## config.mk

```make
export PLATFORM = sky130hd
export DESIGN_NAME = if_stage
export DESIGN_NICKNAME = d
export VERILOG_FILES = /design/src/rtl/if_stage.sv
export SDC_FILE = /design/constraint.sdc
export NUM_CORES = 1
export LEC_CHECK = 0
export ABC_AREA = 1
export CAP_MARGIN = 40
export CORE_ASPECT_RATIO = 1.5
export CORE_MARGIN = 2
export CORE_UTILIZATION = 57
export DETAILED_ROUTE_END_ITERATION = 16
export GPL_ROUTABILITY_DRIVEN = 1
export PLACE_DENSITY = 0.82
export SLEW_MARGIN = 0
export SYNTH_ARGS = -nofsm -noshare
export SYNTH_HDL_FRONTEND = slang
export SYNTH_SLANG_ARGS = --single-unit
```

## constraint.sdc

```tcl
create_clock -name clk -period 4.5 [get_ports clk]
set_input_delay 0.9 -clock clk [delete_from_list [all_inputs] [get_ports clk]]
set_output_delay 0.9 -clock clk [all_outputs]
set_load 0.005 [all_outputs]
```

## src/rtl/if_stage.sv

```systemverilog
// ============================================================================
// if_stage -- RV32I instruction-fetch stage.
//
// Owns the PC and issues one fetch at a time over a req/ready + rvalid
// handshake. The fetched word lands in the IF/ID register, which drives the
// decode/control unit directly. A one-entry hold buffer absorbs a response
// that arrives while decode is stalled. Redirects flush IF/ID and discard any
// wrong-path response still in flight.
//
// Ports
//   clk, rst_n          rising-edge clock, asynchronous active-low reset
//   imem_req/addr       fetch request (combinational from state/pc)
//   imem_ready          memory accepts the request this cycle
//   imem_rvalid/rdata   fetch response
//   stall               decode cannot accept; IF/ID holds
//   redirect/_pc        taken branch/jump target
//   if_id_valid/pc/instruction  registered IF/ID slot (NOP_INSN when invalid)
//   fetch_fault         misaligned redirect trapped
//
// Build option: IF_MISALIGN_TRAP_EN -- a redirect to a non-word-aligned
// target raises fetch_fault and parks the stage in FAULT until reset. Without
// it the target's low two bits are dropped and fetch_fault is tied low.
// ============================================================================
module if_stage #(
    parameter logic [31:0] RESET_PC = 32'h0000_0000,
    parameter logic [31:0] NOP_INSN = 32'h0000_0013
) (
    input  logic        clk,
    input  logic        rst_n,
    output logic        imem_req,
    output logic [31:0] imem_addr,
    input  logic        imem_ready,
    input  logic        imem_rvalid,
    input  logic [31:0] imem_rdata,
    input  logic        stall,
    input  logic        redirect,
    input  logic [31:0] redirect_pc,
    output logic        if_id_valid,
    output logic [31:0] if_id_pc,
    output logic [31:0] if_id_instruction,
    output logic        fetch_fault
);

    typedef enum logic [2:0] {
        S_FETCH,
        S_WAIT,
        S_HOLD,
        S_DROP
`ifdef IF_MISALIGN_TRAP_EN
        , S_FAULT
`endif
    } state_t;

    state_t      state, state_nxt;
    logic [31:0] pc, pc_nxt;
    logic [31:0] req_pc, req_pc_nxt;
    logic [31:0] buf_pc, buf_pc_nxt;
    logic [31:0] buf_insn, buf_insn_nxt;
    logic        v, v_nxt;
    logic [31:0] ipc, ipc_nxt;
    logic [31:0] insn, insn_nxt;

    logic        redirect_en;
    logic [31:0] tgt;

`ifdef IF_MISALIGN_TRAP_EN
    logic fault, fault_nxt;
    logic misalign;
    // Once faulted the stage is frozen; further redirects are ignored.
    assign redirect_en = redirect && (state != S_FAULT);
    assign misalign    = (redirect_pc[1:0] != 2'b00);
    assign tgt         = redirect_pc;
    assign fetch_fault = fault;
`else
    logic unused_low_bits;
    assign redirect_en     = redirect;
    assign tgt             = {redirect_pc[31:2], 2'b00};
    assign unused_low_bits = ^redirect_pc[1:0];
    assign fetch_fault     = 1'b0;
`endif

    // Request is gated by rst_n so nothing is presented while reset is held.
    assign imem_req          = rst_n && (state == S_FETCH);
    assign imem_addr         = pc;
    assign if_id_valid       = v;
    assign if_id_pc          = ipc;
    assign if_id_instruction = insn;

    always_comb begin
        state_nxt    = state;
        pc_nxt       = pc;
        req_pc_nxt   = req_pc;
        buf_pc_nxt   = buf_pc;
        buf_insn_nxt = buf_insn;
        v_nxt        = v;
        ipc_nxt      = ipc;
        insn_nxt     = insn;
`ifdef IF_MISALIGN_TRAP_EN
        fault_nxt    = fault;
`endif
        // Decode consumed the slot: bubble unless something new lands below.
        if (!stall) begin
            v_nxt    = 1'b0;
            insn_nxt = NOP_INSN;
        end

        unique case (state)
            S_FETCH: begin
                if (imem_ready) begin
                    req_pc_nxt = pc;
                    pc_nxt     = pc + 32'd4;
                    state_nxt  = S_WAIT;
                end
            end
            S_WAIT: begin
                if (imem_rvalid) begin
                    if (!stall || !v) begin
                        v_nxt     = 1'b1;
                        ipc_nxt   = req_pc;
                        insn_nxt  = imem_rdata;
                        state_nxt = S_FETCH;
                    end else begin
                        buf_pc_nxt   = req_pc;
                        buf_insn_nxt = imem_rdata;
                        state_nxt    = S_HOLD;
                    end
                end
            end
            S_HOLD: begin
                if (!stall) begin
                    v_nxt     = 1'b1;
                    ipc_nxt   = buf_pc;
                    insn_nxt  = buf_insn;
                    state_nxt = S_FETCH;
                end
            end
            S_DROP: begin
                if (imem_rvalid) state_nxt = S_FETCH;
            end
`ifdef IF_MISALIGN_TRAP_EN
            S_FAULT: ;
`endif
            default: state_nxt = S_FETCH;
        endcase

        // Redirect overrides everything above. A request still in flight
        // after this edge (just accepted, or unanswered) must be drained.
        if (redirect_en) begin
            v_nxt    = 1'b0;
            ipc_nxt  = ipc;
            insn_nxt = NOP_INSN;
            pc_nxt   = tgt;
            if ((state == S_FETCH && imem_ready) ||
                ((state == S_WAIT || state == S_DROP) && !imem_rvalid))
                state_nxt = S_DROP;
            else
                state_nxt = S_FETCH;
`ifdef IF_MISALIGN_TRAP_EN
            // FAULT issues no requests and ignores rvalid, so an in-flight
            // response is simply swallowed.
            if (misalign) begin
                state_nxt = S_FAULT;
                fault_nxt = 1'b1;
            end
`endif
        end
    end

    always_ff @(posedge clk or negedge rst_n) begin
        if (!rst_n) begin
            state    <= S_FETCH;
            pc       <= RESET_PC;
            req_pc   <= 32'h0;
            buf_pc   <= 32'h0;
            buf_insn <= NOP_INSN;
            v        <= 1'b0;
            ipc      <= 32'h0;
            insn     <= NOP_INSN;
`ifdef IF_MISALIGN_TRAP_EN
            fault    <= 1'b0;
`endif
        end else begin
            state    <= state_nxt;
            pc       <= pc_nxt;
            req_pc   <= req_pc_nxt;
            buf_pc   <= buf_pc_nxt;
            buf_insn <= buf_insn_nxt;
            v        <= v_nxt;
            ipc      <= ipc_nxt;
            insn     <= insn_nxt;
`ifdef IF_MISALIGN_TRAP_EN
            fault    <= fault_nxt;
`endif
        end
    end

endmodule

```

==> out/results.tsv, run 1 <==
stage	metric	value	unit
hold_path	hold crit path type	in -> async	
setup_path	Setup crit end kind	output pin	
sta	Min Hold Slack	417	ps
layout	Antenna diodes	0	
sta	minimum clock period	2880	ps
floorplanning	Initial Utilization	0.585	
yosys	Yosys Warn Count	0	
floorplanning	core area	16300	um^2
setup_path	crit-path max FO	54	
sta	fin. max-slew vios	0	
grt	maximum number of pins on one net before global-route repair	85	
routing	via count	8556	
clock_network	CTS root buf	clkbuf_16	
yosys	Mean Syn Cell Area	7.98	um^2
yosys	EDFF count, synth	0	
clock_network	clk slew on worst S/H paths	80	ps
sta	skew final	15.6	ps
setup_path	worst path arrival time	1980	ps
clock_network	post-CTS setup buffer count	0	
sta	Setup TNS	0	ps
floorplanning	die area	17800	um^2
sta	Worst slew margin	0.412	
setup_path	Startpoint Class	input pin	
clock_network	Clock Path Buffers	2	
yosys	Async S/R FF share, synth	1.00	
place	Placer Congestion	0.893	
place	Post-DP HPWL	16.1	mm
routing	drt pass-1 iters	5	
clock_network	CTS Sinks	187	
sta	endpoints failing setup	0	
floorplanning	Die Y	162	um
clock_network	clock tree from TritonCTS	yes	
layout	final layout net count	1394	
routing	routed wl met2	12.3	mm
sta	Tightest Pin Transition	881	ps
floorplanning	Ports	169	
sta	final hold vios	0	
sta	top achievable clock speed	0.347	GHz
setup_path	WS Path Type	in -> out	
yosys	cell count after synthesis	1192	
clock_network	later-pin clock latency in the skew report	430	ps
routing	wire length on met1	9.80	mm
power	static leakage	5.56	nW
yosys	top_reg_cell synth	dfrtp_1	
yosys	Post-Syn Area	9520	um^2
grt	GR Util All Layers	0.279	
yosys	Yosys reg bits	187	
sta	share of the clock period used by the worst path	0.640	
routing	DR iter-0 viols	881	
routing	Vias/cell	5.56	
yosys	post-synthesis sequential area ratio	0.493	
grt	first-pass GRT wire length	39.4	mm
place	PortBufs	161	
routing	total detailed-routing wirelength	24.1	mm
routing	highest layer used for signal routing	met4	
power	PwrDens	607	nW/um^2
sta	RSZ-0062 raised after global routing	no	
power	Worst VDD drop	0.413	mV
routing	met3 wirelength from detailed routing	1.29	mm
clock_network	CTS H-tree lvls	4	
run_status	status	complete, no violations	
clock_network	TritonCTS buffer count	17	
routing	Routed WL per cell	15.7	um
layout	most frequent cells in the layout	nand2_1 (307), dfrtp_1 (181), clkdlybuf4s50_1 (159), a21oi_1 (153), o21ai_0 (105)	
setup_path	Worst EP required	3600	ps
layout	share of layout cells above drive strength 1	0.0773	
yosys	Netlist cell types	32	
floorplanning	row count	57	
grt	vias in the first global route	8185	
routing	DRC errors left	0	
routing	Routed Antenna Nets	0	
flow_run	Max-cap violations	0	
grt	global route overflow	0	
clock_network	# hold bufs at CTS	0	
layout	Area growth syn-to-layout	24.4	%
grt	antenna violations before repair	0	
layout	commonest non-fill, non-tap cell in the layout	nand2_1	
clock_network	CTS resizes	0	
floorplanning	Die X	109	um
## kinds of logic after synthesis
kind of cell,synth area share
AND/OR/NAND/NOR,0.205
AO/OA/AOI/OAI,0.168
flip-flops,0.493
buffers and inverters,0.0780
multiplexers,0.0458
adder cells (fa/ha/maj),0.00657
XOR/XNOR,0.00368
other,0.000394
## worst max-delay path, cell delays in order
cell	delay (ps)
clkbuf_8	380
nand2_1	100
inv_1	80
clkdlybuf4s50_1	490
## Yosys cell counts (7+ instances only)
cell / count / area [um^2]
nand2_1: 308 / 1160
dfrtp_1: 181 / 4530
a21oi_1: 153 / 766
o21ai_0: 105 / 526
nor2_1: 102 / 383
inv_1: 94 / 353
nand3_1: 51 / 255
buf_2: 29 / 145
mux2_4: 29 / 435
clkbuf_1: 28 / 105
o21ai_1: 24 / 120
a31oi_1: 21 / 131
buf_4: 8 / 60.1
inv_2: 7 / 26.3
nor3_1: 7 / 35.0
## stage by stage
stage / util / worst slack [ps] / power [mW] / instance area [um^2] / cells
6_report: 0.728 / 1620 / 7.18 / 11800 / 1538
5_1_grt: 0.728 / 1520 / 7.73 / 11800 / 1538
2_1_floorplan: - / 2610 / 4.49 / 9530 / 1196
3_5_place_dp: 0.691 / 1400 / 5.65 / 11200 / 1506
4_1_cts: 0.728 / 1590 / 7.20 / 11800 / 1538
3_3_place_gp: 0.685 / 1390 / 5.51 / 11100 / 1502
## final timing paths
path,cells after the start,endpoint,startpoint,slack [ps]
worst max register to register,9,buf_pc[9],state[1],1820
worst max-delay path,4,imem_req,rst_n,1620
min in group clk,2,req_pc[19],req_pc[19],490
worst min-delay path,1,buf_insn[14],rst_n,420
max in group asynchronous,2,buf_insn[16],rst_n,2920
worst min register to register,2,req_pc[19],req_pc[19],490
## registers in the layout (all words and copies together) (netlist names)
register,count
buf_insn,32
buf_pc,30
if_id_instruction,32
if_id_pc,30
if_id_valid,1
imem_addr,30
req_pc,30
state,2
## layout make-up
class                           instances  area, um^2
Sequential cell                       187        4690
Multi-Input combinational cell        837        4120
Clock buffer                           17         425
Clock inverter                         15         171
Fill cell                            1277        4420
Inverter                              101         379
Timing Repair Buffer                  175        1800
Tap cell                              206         258
## layer usage
| metal | GRT usage | vias up |
|---|---|---|
| li1 | - | 4145 |
| met2 | 0.474 | 330 |
| met4 | 0.113 | 0 |
| met1 | 0.351 | 4031 |
| met5 | 0 | - |
| met3 | 0.0457 | 50 |
## power by group
part,internal (mW),switching (mW)
combinational,1.32,1.63
sequential,2.30,0.415
clock,0.797,0.722
Note: power is estimated with default switching activity, not from simulation.
==> inputs of run 2 (changes only) <==
--- a/config.mk
+++ b/config.mk
@@ -9,10 +9,10 @@
 export CAP_MARGIN = 40
 export CORE_ASPECT_RATIO = 1.5
 export CORE_MARGIN = 2
-export CORE_UTILIZATION = 57
+export CORE_UTILIZATION = 48
 export DETAILED_ROUTE_END_ITERATION = 16
 export GPL_ROUTABILITY_DRIVEN = 1
-export PLACE_DENSITY = 0.82
+export PLACE_DENSITY = 0.74
 export SLEW_MARGIN = 0
 export SYNTH_ARGS = -nofsm -noshare
 export SYNTH_HDL_FRONTEND = slang
==> constraint.sdc (replaced) <==
create_clock -name clk -period 2.5 [get_ports clk]
set_input_delay 0.5 -clock clk [delete_from_list [all_inputs] [get_ports clk]]
set_output_delay 0.5 -clock clk [all_outputs]
set_load 0.005 [all_outputs]
==> out/results.tsv, run 2 (same netlist as run 1, synthesis figures left out) <==
stage	metric	value	unit	change
place	Post-DP HPWL	16.4	mm	was 16.1 mm
grt	GR Util All Layers	0.233		was 0.279
sta	Setup TNS	0	ps	unchanged
layout	post-route non-filler standard cell count	1602		was 1538
routing	DR iter-0 viols	705		was 881
routing	Vias/cell	5.30		was 5.56
floorplanning	row count	63		was 57
floorplanning	Ports	169		unchanged
clock_network	Clock Path Buffers	2		unchanged
setup_path	Startpoint Class	flip-flop		was input pin
setup_path	Reg2Reg Setup Slack	590	ps	was 1820 ps
place	pre-CTS WS	379	ps	was 1400 ps
clock_network	CTS H-tree lvls	4		unchanged
layout	Area growth syn-to-layout	26.2	%	was 24.4%
sta	Tightest Pin Transition	888	ps	was 881 ps
layout	Multi-input gate area	4120	um^2	unchanged
layout	most frequent cells in the layout	nand2_1 (307), dfrtp_1 (181), clkdlybuf4s50_1 (159), a21oi_1 (153), o21ai_0 (105)		unchanged
hold_path	hold crit path type	in -> async		unchanged
sta	top achievable clock speed	0.427	GHz	
place	Placer Congestion	0.874		was 0.893
sta	Worst slew margin	0.408		was 0.412
layout	final layout net count	1404		was 1394
setup_path	Slowest-stage cell, CP	clkdlybuf4s50_1		unchanged
clock_network	clk slew on worst S/H paths	70	ps	was 80 ps
floorplanning	core area	19600	um^2	was 16300 um^2
sta	endpoints failing setup	0		unchanged
clock_network	later-pin clock latency in the skew report	430	ps	about the same
clock_network	CTS Sinks	187		unchanged
power	PwrDens	1090	nW/um^2	was 607 nW/um^2
layout	filler cell count	1733		was 1277
clock_network	clock tree from TritonCTS	yes		unchanged
routing	DRC errors left	0		unchanged
floorplanning	Die Y	176	um	was 162 um
routing	Routed WL per cell	15.3	um	was 15.7 um
floorplanning	Die X	119	um	was 109 um
sta	skew final	4.63	ps	was 15.6 ps
sta	final worst slack	159	ps	was 1620 ps
clock_network	TritonCTS buffer count	17		unchanged
place	PortBufs	161		unchanged
setup_path	Setup crit end kind	output pin		unchanged
floorplanning	Initial Utilization	0.485		was 0.585
place	Area after DPL	11400	um^2	was 11200 um^2
layout	Seq. cell area	4690	um^2	unchanged
routing	via count	8498		was 8556
power	Worst VDD drop	0.767	mV	was 0.413 mV
grt	vias in the first global route	8185		unchanged
sta	share of the clock period used by the worst path	0.936		
setup_path	CP most frequent cell	inv_1		
setup_path	critical path, cell by cell	inv_1 > ha_1 > nand2_1 > inv_1 > clkdlybuf4s50_1		was clkbuf_8 > nand2_1 > inv_1 > clkdlybuf4s50_1
sta	minimum clock period	2340	ps	
grt	first-pass GRT wire length	39.2	mm	was 39.4 mm
setup_path	worst path arrival time	1840	ps	was 1980 ps
sta	fin. max-slew vios	0		unchanged
setup_path	Worst EP required	2000	ps	was 3600 ps
run_status	status	complete, no violations		unchanged
setup_path	crit-path max FO	4		was 54
setup_path	critical path's largest stage delay	490	ps	about the same
sta	final hold vios	0		unchanged
floorplanning	die area	21000	um^2	was 17800 um^2
flow_run	Max-cap violations	0		unchanged
setup_path	WS Path Type	reg -> out		was in -> out
place	placed cells	1568		was 1506
layout	share of layout cells above drive strength 1	0.0827		was 0.0773
grt	global route overflow	0		unchanged
sta	Min Hold Slack	296	ps	was 417 ps
layout	commonest non-fill, non-tap cell in the layout	nand2_1		unchanged
routing	total detailed-routing wirelength	24.5	mm	was 24.1 mm
power	static leakage	5.62	nW	was 5.56 nW
layout	design area	12000	um^2	was 11800 um^2
layout	Antenna diodes	0		unchanged
clock_network	CTS root buf	clkbuf_16		unchanged
grt	maximum number of pins on one net before global-route repair	160		was 85
grt	antenna violations before repair	0		unchanged
routing	drt pass-1 iters	5		unchanged
sta	RSZ-0062 raised after global routing	no		unchanged
routing	Routed Antenna Nets	0		unchanged
run 2: cell types whose count changed in the layout (fill, tap and decap cells not counted), sizes merged:
cell,delta
bufinv,+2
clkinvlp,+1
inv,-4
buf,+9
dlymetal6s4s,+1
clkbuf,+1
run 2: critical path, delay by kind of cell, from the launching register on:
family | cells | cell delay, ps
AND/OR/NAND/NOR | 1 | 70
adder cells (fa/ha/maj) | 1 | 250
buffers and inverters | 3 | 680
flip-flops | 1 | 420
run 2: path summary, 6_finish.rpt:
check                           start                     to  depth (start not counted)
setup / recovery             state[0]               imem_req                          5
hold / removal                  rst_n          imem_addr[16]                          2
setup reg to reg             state[1]            buf_insn[6]                          7
hold reg to reg            req_pc[14]             req_pc[14]                          2
max in group asynchronous       rst_n  if_id_instruction[31]                          3
min in group clk           req_pc[14]             req_pc[14]                          2
run 2: layout make-up:
type / count / area share
clock buffer: 18 / 0.0357
clock inverter: 14 / 0.0156
inverter: 101 / 0.0316
sequential: 187 / 0.390
timing repair buffer: 185 / 0.157
tap: 260 / 0.0271
multi-input combinational: 837 / 0.343
run 2: through the flow:
step / power [mW] / utilization
2_1_floorplan: 8.08 / -
3_3_place_gp: 10.1 / 0.578
3_5_place_dp: 10.3 / 0.578
4_1_cts: 13.2 / 0.610
5_1_grt: 14.1 / 0.612
6_report: 13.1 / 0.612
run 2: repair_timing:
item                                    CTS  global route
hold endpoints to repair                 28             0
hold buffers                              1             0
resized for setup                         0             3
endpoints found under the setup margin    0             1
buffers inserted                          0             0
run 2: power by group:
| group | switching [mW] | internal, mW | leakage (nW) |
|---|---|---|---|
| sequential | 0.747 | 4.14 | 2.37 |
| combinational | 2.89 | 2.46 | 2.95 |
| clock | 1.24 | 1.60 | 0.297 |
run 2: layer usage:
layer,track usage,up-vias,part of all wire
li1,-,4165,-
met1,0.275,4041,0.41
met2,0.415,253,0.52
met3,0.0401,39,0.041
met4,0.102,0,0.026
met5,0,-,0
